--- config.mk ---
export PLATFORM = sky130hd
export DESIGN_NAME = rs_flag_bank
export DESIGN_NICKNAME = d
export VERILOG_FILES = /design/src/rtl/rs_flag_bank_pkg.sv /design/src/rtl/rs_flag_bank_cell.sv /design/src/rtl/rs_flag_bank.sv
export SDC_FILE = /design/constraint.sdc
export NUM_CORES = 1
export LEC_CHECK = 0
export CORE_MARGIN = 2
export CORE_UTILIZATION = 30
export DETAILED_ROUTE_END_ITERATION = 16
export PLACE_DENSITY = 0.81
export SYNTH_ARGS = -nofsm -noshare
export SYNTH_HDL_FRONTEND = slang
export SYNTH_SLANG_ARGS = --single-unit
export TNS_END_PERCENT = 5
--- constraint.sdc ---
create_clock -name clk -period 0.8 [get_ports clk]
set_input_delay 0.12 -clock clk [delete_from_list [all_inputs] [get_ports clk]]
set_output_delay 0.12 -clock clk [all_outputs]
set_load 0.02 [all_outputs]
--- src/rtl/rs_flag_bank_pkg.sv ---
// ============================================================================
//  Module      : rs_flag_bank_pkg
//  Description : Shared constants for the set/reset flag bank and the UART
//                status-channel index map.
//  Revision    : 1.0 - initial release
// ============================================================================
`default_nettype none

package rs_flag_bank_pkg;

    // Priority selection when set and clear hit a channel in the same cycle
    localparam int PRIO_CLEAR = 0;
    localparam int PRIO_SET   = 1;

    // Which UART event drives which status channel
    typedef enum int unsigned {
        UART_CH_RX_READY    = 0,
        UART_CH_RX_FRAME    = 1,
        UART_CH_RX_PARITY   = 2,
        UART_CH_RX_OVERRUN  = 3,
        UART_CH_TX_DONE     = 4,
        UART_CH_TX_EMPTY    = 5,
        UART_CH_RX_BREAK    = 6,
        UART_CH_RX_IDLE_TO  = 7
    } uart_ch_e;

endpackage

`default_nettype wire

--- src/rtl/rs_flag_bank_cell.sv ---
// ============================================================================
//  Module      : rs_flag_cell
//  Description : One status channel: flag, sticky overrun, set-edge history
//                and auto-clear timeout counter.
//  Revision    : 1.0 - initial release
// ============================================================================
`default_nettype none

module rs_flag_cell
    import rs_flag_bank_pkg::*;
#(
    parameter int PRIORITY = PRIO_CLEAR,
    parameter int EDGE_SET = 0,
    parameter int TW       = 8,
    parameter int TIMEOUT  = 0
) (
    input  logic clk,
    input  logic reset,
    input  logic s,
    input  logic r,
    input  logic clr,
    output logic flag,
    output logic ovr
);

    localparam logic [TW-1:0] TO_LAST = (TIMEOUT == 0) ? '0 : TW'(TIMEOUT - 1);
    localparam logic          SET_WINS = (PRIORITY == PRIO_SET);

    logic          s_d;
    logic [TW-1:0] cnt;
    logic          s_evt;
    logic          to_evt;
    logic          c_evt;
    logic          flag_nxt;
    logic          ovr_set;
    logic          ovr_nxt;
    logic          set_applied;

    always_comb begin
        s_evt    = (EDGE_SET != 0) ? (s & ~s_d) : s;
        to_evt   = (TIMEOUT != 0) && flag && (cnt == TO_LAST);
        c_evt    = r | clr | to_evt;

        flag_nxt = flag;
        if (s_evt && c_evt) begin
            flag_nxt = SET_WINS;
        end else if (s_evt) begin
            flag_nxt = 1'b1;
        end else if (c_evt) begin
            flag_nxt = 1'b0;
        end
        set_applied = s_evt & flag_nxt;

        // Overrun follows the same priority rule against the masked clear only
        ovr_set = s_evt & flag;
        ovr_nxt = ovr;
        if (ovr_set && clr) begin
            ovr_nxt = SET_WINS;
        end else if (ovr_set) begin
            ovr_nxt = 1'b1;
        end else if (clr) begin
            ovr_nxt = 1'b0;
        end
    end

    always_ff @(posedge clk) begin
        if (reset) begin
            flag <= 1'b0;
            ovr  <= 1'b0;
            s_d  <= 1'b0;
            cnt  <= '0;
        end else begin
            flag <= flag_nxt;
            ovr  <= ovr_nxt;
            s_d  <= s;
            if (!flag_nxt || set_applied) begin
                cnt <= '0;
            end else if (flag && (TIMEOUT != 0)) begin
                cnt <= cnt + 1'b1;
            end
        end
    end

endmodule

`default_nettype wire

--- src/rtl/rs_flag_bank.sv ---
// ============================================================================
//  Module      : rs_flag_bank
//  Description : Bank of independent set/reset status flags with overrun
//                detect, auto-clear timeout, masked clear and one irq line.
//  Revision    : 1.0 - initial release
// ============================================================================
`default_nettype none

module rs_flag_bank
    import rs_flag_bank_pkg::*;
#(
    parameter int CH       = 8,
    parameter int PRIORITY = PRIO_CLEAR,
    parameter int EDGE_SET = 0,
    parameter int TW       = 8,
    parameter int TIMEOUT  = 0
) (
    input  logic          clk,
    input  logic          reset,
    input  logic [CH-1:0] R,
    input  logic [CH-1:0] S,
    input  logic          clr_req,
    input  logic [CH-1:0] clr_mask,
    input  logic [CH-1:0] irq_en,
    output logic [CH-1:0] Out,
    output logic [CH-1:0] ovr,
    output logic          irq
);

    logic [CH-1:0] clr_vec;

    assign clr_vec = {CH{clr_req}} & clr_mask;

    generate
        for (genvar i = 0; i < CH; i++) begin : g_ch
            rs_flag_cell #(
                .PRIORITY (PRIORITY),
                .EDGE_SET (EDGE_SET),
                .TW       (TW),
                .TIMEOUT  (TIMEOUT)
            ) u_cell (
                .clk   (clk),
                .reset (reset),
                .s     (S[i]),
                .r     (R[i]),
                .clr   (clr_vec[i]),
                .flag  (Out[i]),
                .ovr   (ovr[i])
            );
        end
    endgenerate

    assign irq = |(Out & irq_en);

endmodule

`default_nettype wire

## Word level (Yosys, flattened, before mapping)

Index checks and enable logic that the tools add are counted.

- Register bits: 16
- Input bits: 35
- Output and inout bits: 17
- Logic and storage cells: 115

- Multiplexer cells: 32
- Bitwise operators: 18
- Reductions and logical operators: 49

Operators by type and width:

| cell | count |
|---|---|
| $mux W1 | 32 |
| $reduce_bool A2 Y1 | 16 |
| $reduce_or A2 Y1 | 16 |
| $and A8 B8 Y8 | 2 |
| $logic_and A1 B1 Y1 | 16 |
| $and A1 B1 Y1 | 8 |
| $or A1 B1 Y1 | 8 |
| $reduce_or A8 Y1 | 1 |

## Depth between registers and ports, before layout

- Word-level depth: 4
- Depth in mapped cells: 3
- Gate-level depth less buffers: 2

## Cells and area by module

Synthesis repeated with hierarchy kept, for this count alone.

- Cells, all modules: 61
- Area total of the unflattened synthesis: 616.8 um^2

Modules (own cells, without submodules):

| module | times used | cells each | area an instance (um^2) | sequential area each (um^2) |
|---|---|---|---|---|
| rs_flag_cell | 8 | 6 | 66.3 | 40.0 |
| rs_flag_bank | 1 | 13 | 86.3 | 0.0 |

## Worst setup path after synthesis

OpenSTA, ideal clock, no wires.

- Kind: reg2out
- Start point: register g_ch[2].u_cell.flag
- End point: output irq
- Arrival time: 0.717 ns
- Data required time: 0.680 ns
- Setup slack: -0.037 ns
- Cell stages (with the launch flop): 3
- Buffers on the path: 0
- Cell sequence: dfxtp_1 -> a22oi_1 -> nand4_1

- Longest elaborated chain between the ends: 2

RTL lines:

| element | line | source |
|---|---|---|
| start: declaration | rs_flag_bank_cell.sv:22 | `output logic flag,` |
| start signal: assignment | rs_flag_bank_cell.sv:73 | `flag <= flag_nxt;` |
| $and A8 B8 Y8 | rs_flag_bank.sv:53 | `assign irq = \|(Out & irq_en);` |
| $reduce_or A8 Y1 | rs_flag_bank.sv:53 |  |
| end: declaration | rs_flag_bank.sv:27 | `output logic irq` |

Every way passes these cells.

## Worst setup path in the final report

- Start point: register g_ch[4].u_cell.flag
- End point: output irq

- Longest elaborated chain between the ends: 2

RTL lines:

| element | line |
|---|---|
| start: declaration | rs_flag_bank_cell.sv:22 |
| start signal: assignment | rs_flag_bank_cell.sv:73 |
| $and A8 B8 Y8 | rs_flag_bank.sv:53 |
| $reduce_or A8 Y1 | rs_flag_bank.sv:53 |

Every way passes these cells.

==> run_results.csv <==
group,metric,value,unit
outcome,status,"finished, violations left",
outcome,violated_checks,"setup timing",
power,internal-power,1.29,mW
placed_design,place_ws,-730,ps
floorplan,die-area,2860,um^2
timing,drv_slew,0,
placed_design,globalplace.congestion,0.579,
floorplan,fp.dieW,53.4,um
floorplan,initial_core_util,32.5,%
clocking,cts_inserted_buffers,3,
setup_path,critical_path.endpoint_type,"output port",
power,total_switching_power,0.402,mW
clocking,clock_sink_count,16,
setup_path,critical_path_maximum_fanout,2,
clocking,clock_tree_from_tritoncts,"done",
yosys,gate_count_post_synth,79,
route,drtIter0Drc,6,
grt,grt_max_degree,9,
timing,achievable-frequency,0.868,GHz
flow_run,cap_viol_max_count,0,
floorplan,vertical_extent_of_the_die,53.4,um
clocking,clk-insertion-delay-late,270,ps
yosys,synth_area,733,um^2
power,combinationalPowerShare,26.7,%
cells_and_area,antennaDiodeCount,0,
yosys,synth_largest_area_cell,"dfxtp_1",
route,viasPerCell,4.54,
placed_design,dp.final_hpwl,1590,um
cells_and_area,nNetsFinal,162,
timing,grt_setup_unrepaired,"true",
power,power-per-cell-area,1260,nW/um^2
power,p_seq_share,50.3,%
route,drt_first_pass_iters,6,
setup_path,worst-endpoint-required,680,ps
grt,globalRoute.totalOverflow,0,
timing,tightestPinTransition,148,ps
floorplan,floorplan.core_area,2250,um^2
cells_and_area,final_layout_size_suffix_gt1_share,46.4,%
floorplan,std_cell_rows,17,
clocking,cts.path.max_buffers,2,
clocking,root_buffer,"clkbuf_4",
setup_path,timing.reg2reg.setup_slack,40,ps
yosys,ys_seq_area_share,43.7,%
grt,grt_antenna_before_repair,0,
grt,grt_pass1_wl,2900,um
grt,number_of_global_route_vias_before_repair,725,
yosys,synth_nets,114,
cells_and_area,flow.area_growth_from_synthesis,82.4,%
floorplan,number_of_top_level_pins,52,
clocking,cts.hold.buffers_added,0,
route,wl_per_cell,13.1,um
power,clock_power_share,23.0,%
worst_hold_path,hold_path_class,"in -> reg",
timing,finalClockSkew,0.143,ps
yosys,ranking_of_synthesized_cells_by_area,"dfxtp_1 44%, buf_4 16%, nor3_2 11%, a21o_1 8.2%, nor2_1 8.2%",
yosys,synth.distinct_cells,10,
timing,timing.final.ws_setup,-353,ps
clocking,cts.repair_timing.setup_buffer_count,0,
yosys,synth_warnings,0,
power,netSwitchingFraction,23.8,%
timing,report.final.hold_viol_count,0,
yosys,synth.avg_cell_area,9.28,um^2
clocking,clock_pin_slew_worst_setup_and_hold_paths,80,ps
route,remaining_drc_errors,0,
route,ant_nets,0,
yosys,synth_top_area_share,43.7,%
grt,grt.total_usage,14.7,%
timing,finalSetupTns,-2000,ps
route,via_count,695,
timing,post-route-period-util,144,%
setup_path,worstSetupStartpointType,"flop",
yosys,number_of_storage_elements_in_the_synthesis_netlist,16,
placed_design,portBuffers,51,
power,leakagePower,0.575,nW
route,totalWireLength,2010,um
timing,worst_slew_margin_rel,90.1,%
setup_path,criticalPathCategory,"reg -> out",
power,vdd.ir_drop.worst,0.855,mV
setup_path,worstPathArrival,1030,ps
timing,fin_crit,1150,ps
clocking,htreeDepth,1,
timing,report.final.setup_viol,17,
-- cell usage after synthesis --
master and instances:
a21oi_1 8, dfxtp_1 16, nor2_1 16, a21o_1 8, buf_2 1, nor3_2 8
buf_4 16, a22oi_1 4, nand4_1 1, buf_6 1
-- registers in the layout, summed over array words and instances (netlist names) --
signal            flops
g_ch.u_cell.ovr       8
g_ch.u_cell.flag      8
-- per-stage QoR --
step           hold WS, ps  cells  power [mW]  utilization (%)  instance area, um^2
6_report               284    153        1.69             59.3                 1340
5_1_grt                294    153        1.80             59.3                 1340
4_1_cts                377    153        1.72             57.9                 1310
3_5_place_dp           463    150        1.28             54.0                 1220
3_3_place_gp           450    150        1.27             54.0                 1220
2_1_floorplan          190     79        1.03                -                  733
-- routing by layer --
metal / vias up / track usage, % / part of all wire, %
li1: 349 / - / -
met1: 316 / 12.6 / 33
met2: 30 / 31.5 / 59
met3: 0 / 2.26 / 7.7
met4: 0 / 6.41 / 0
met5: - / 0 / 0
-- final timing paths --
kind	end	start	cells after the start
worst min-delay path	g_ch[3].u_cell.flag$_SDFFE_PP0P_	reset	4
worst max-delay path	irq	g_ch[4].u_cell.flag$_SDFFE_PP0P_	3
worst max register to register	g_ch[0].u_cell.ovr$_SDFFE_PP0P_	g_ch[0].u_cell.flag$_SDFFE_PP0P_	3
worst min register to register	g_ch[5].u_cell.ovr$_SDFFE_PP0P_	g_ch[5].u_cell.ovr$_SDFFE_PP0P_	2
-- worst max-delay path, stage by stage, from the launching register on --
cell and delay (ps):
dfxtp_2 340, a22oi_2 160, nand4_1 100, buf_2 160
-- placed cells by master (no fill, tap or decap), drive strengths merged --
cell type       n
nor2           16
a22oi           4
a21o            8
nand4           1
nor3            8
dfxtp          16
a21oi           8
clkbuf          3
dlymetal6s2s    2
clkdlybuf4s50  32
buf            27
-- cell families (layout without fill, tap and decap cells) --
family          Yosys count  after routing  synth area share, %
flops                    16             16                 43.7
buf+inv                  18             64                 18.6
compound gates           20             20                 17.7
simple gates             25             25                 20.0
-- timing repair --
item / in CTS / in global routing
setup endpoints to repair: 19 / 26
cloned: 0 / 0
resized for setup: 122 / 10
pin swaps: 1 / 0
-- layout make-up --
class	instances	area, um^2
clock buffers	3	22.5
fillers	224	917
multi-input cells	45	297
flip-flops and latches	16	340
well taps	28	35.0
repair buffers	61	643
-- power by group through the flow --
stage / clock, mW / sequential (mW) / combinational (mW)
final: 0.388 / 0.850 / 0.451
after detailed placement: 0 / 0.855 / 0.430
after CTS: 0.425 / 0.846 / 0.446
after floorplan: 0 / 0.858 / 0.176
after global routing: 0.466 / 0.853 / 0.480
after global placement: 0 / 0.854 / 0.419
Note: power is estimated with default switching activity, not from simulation.
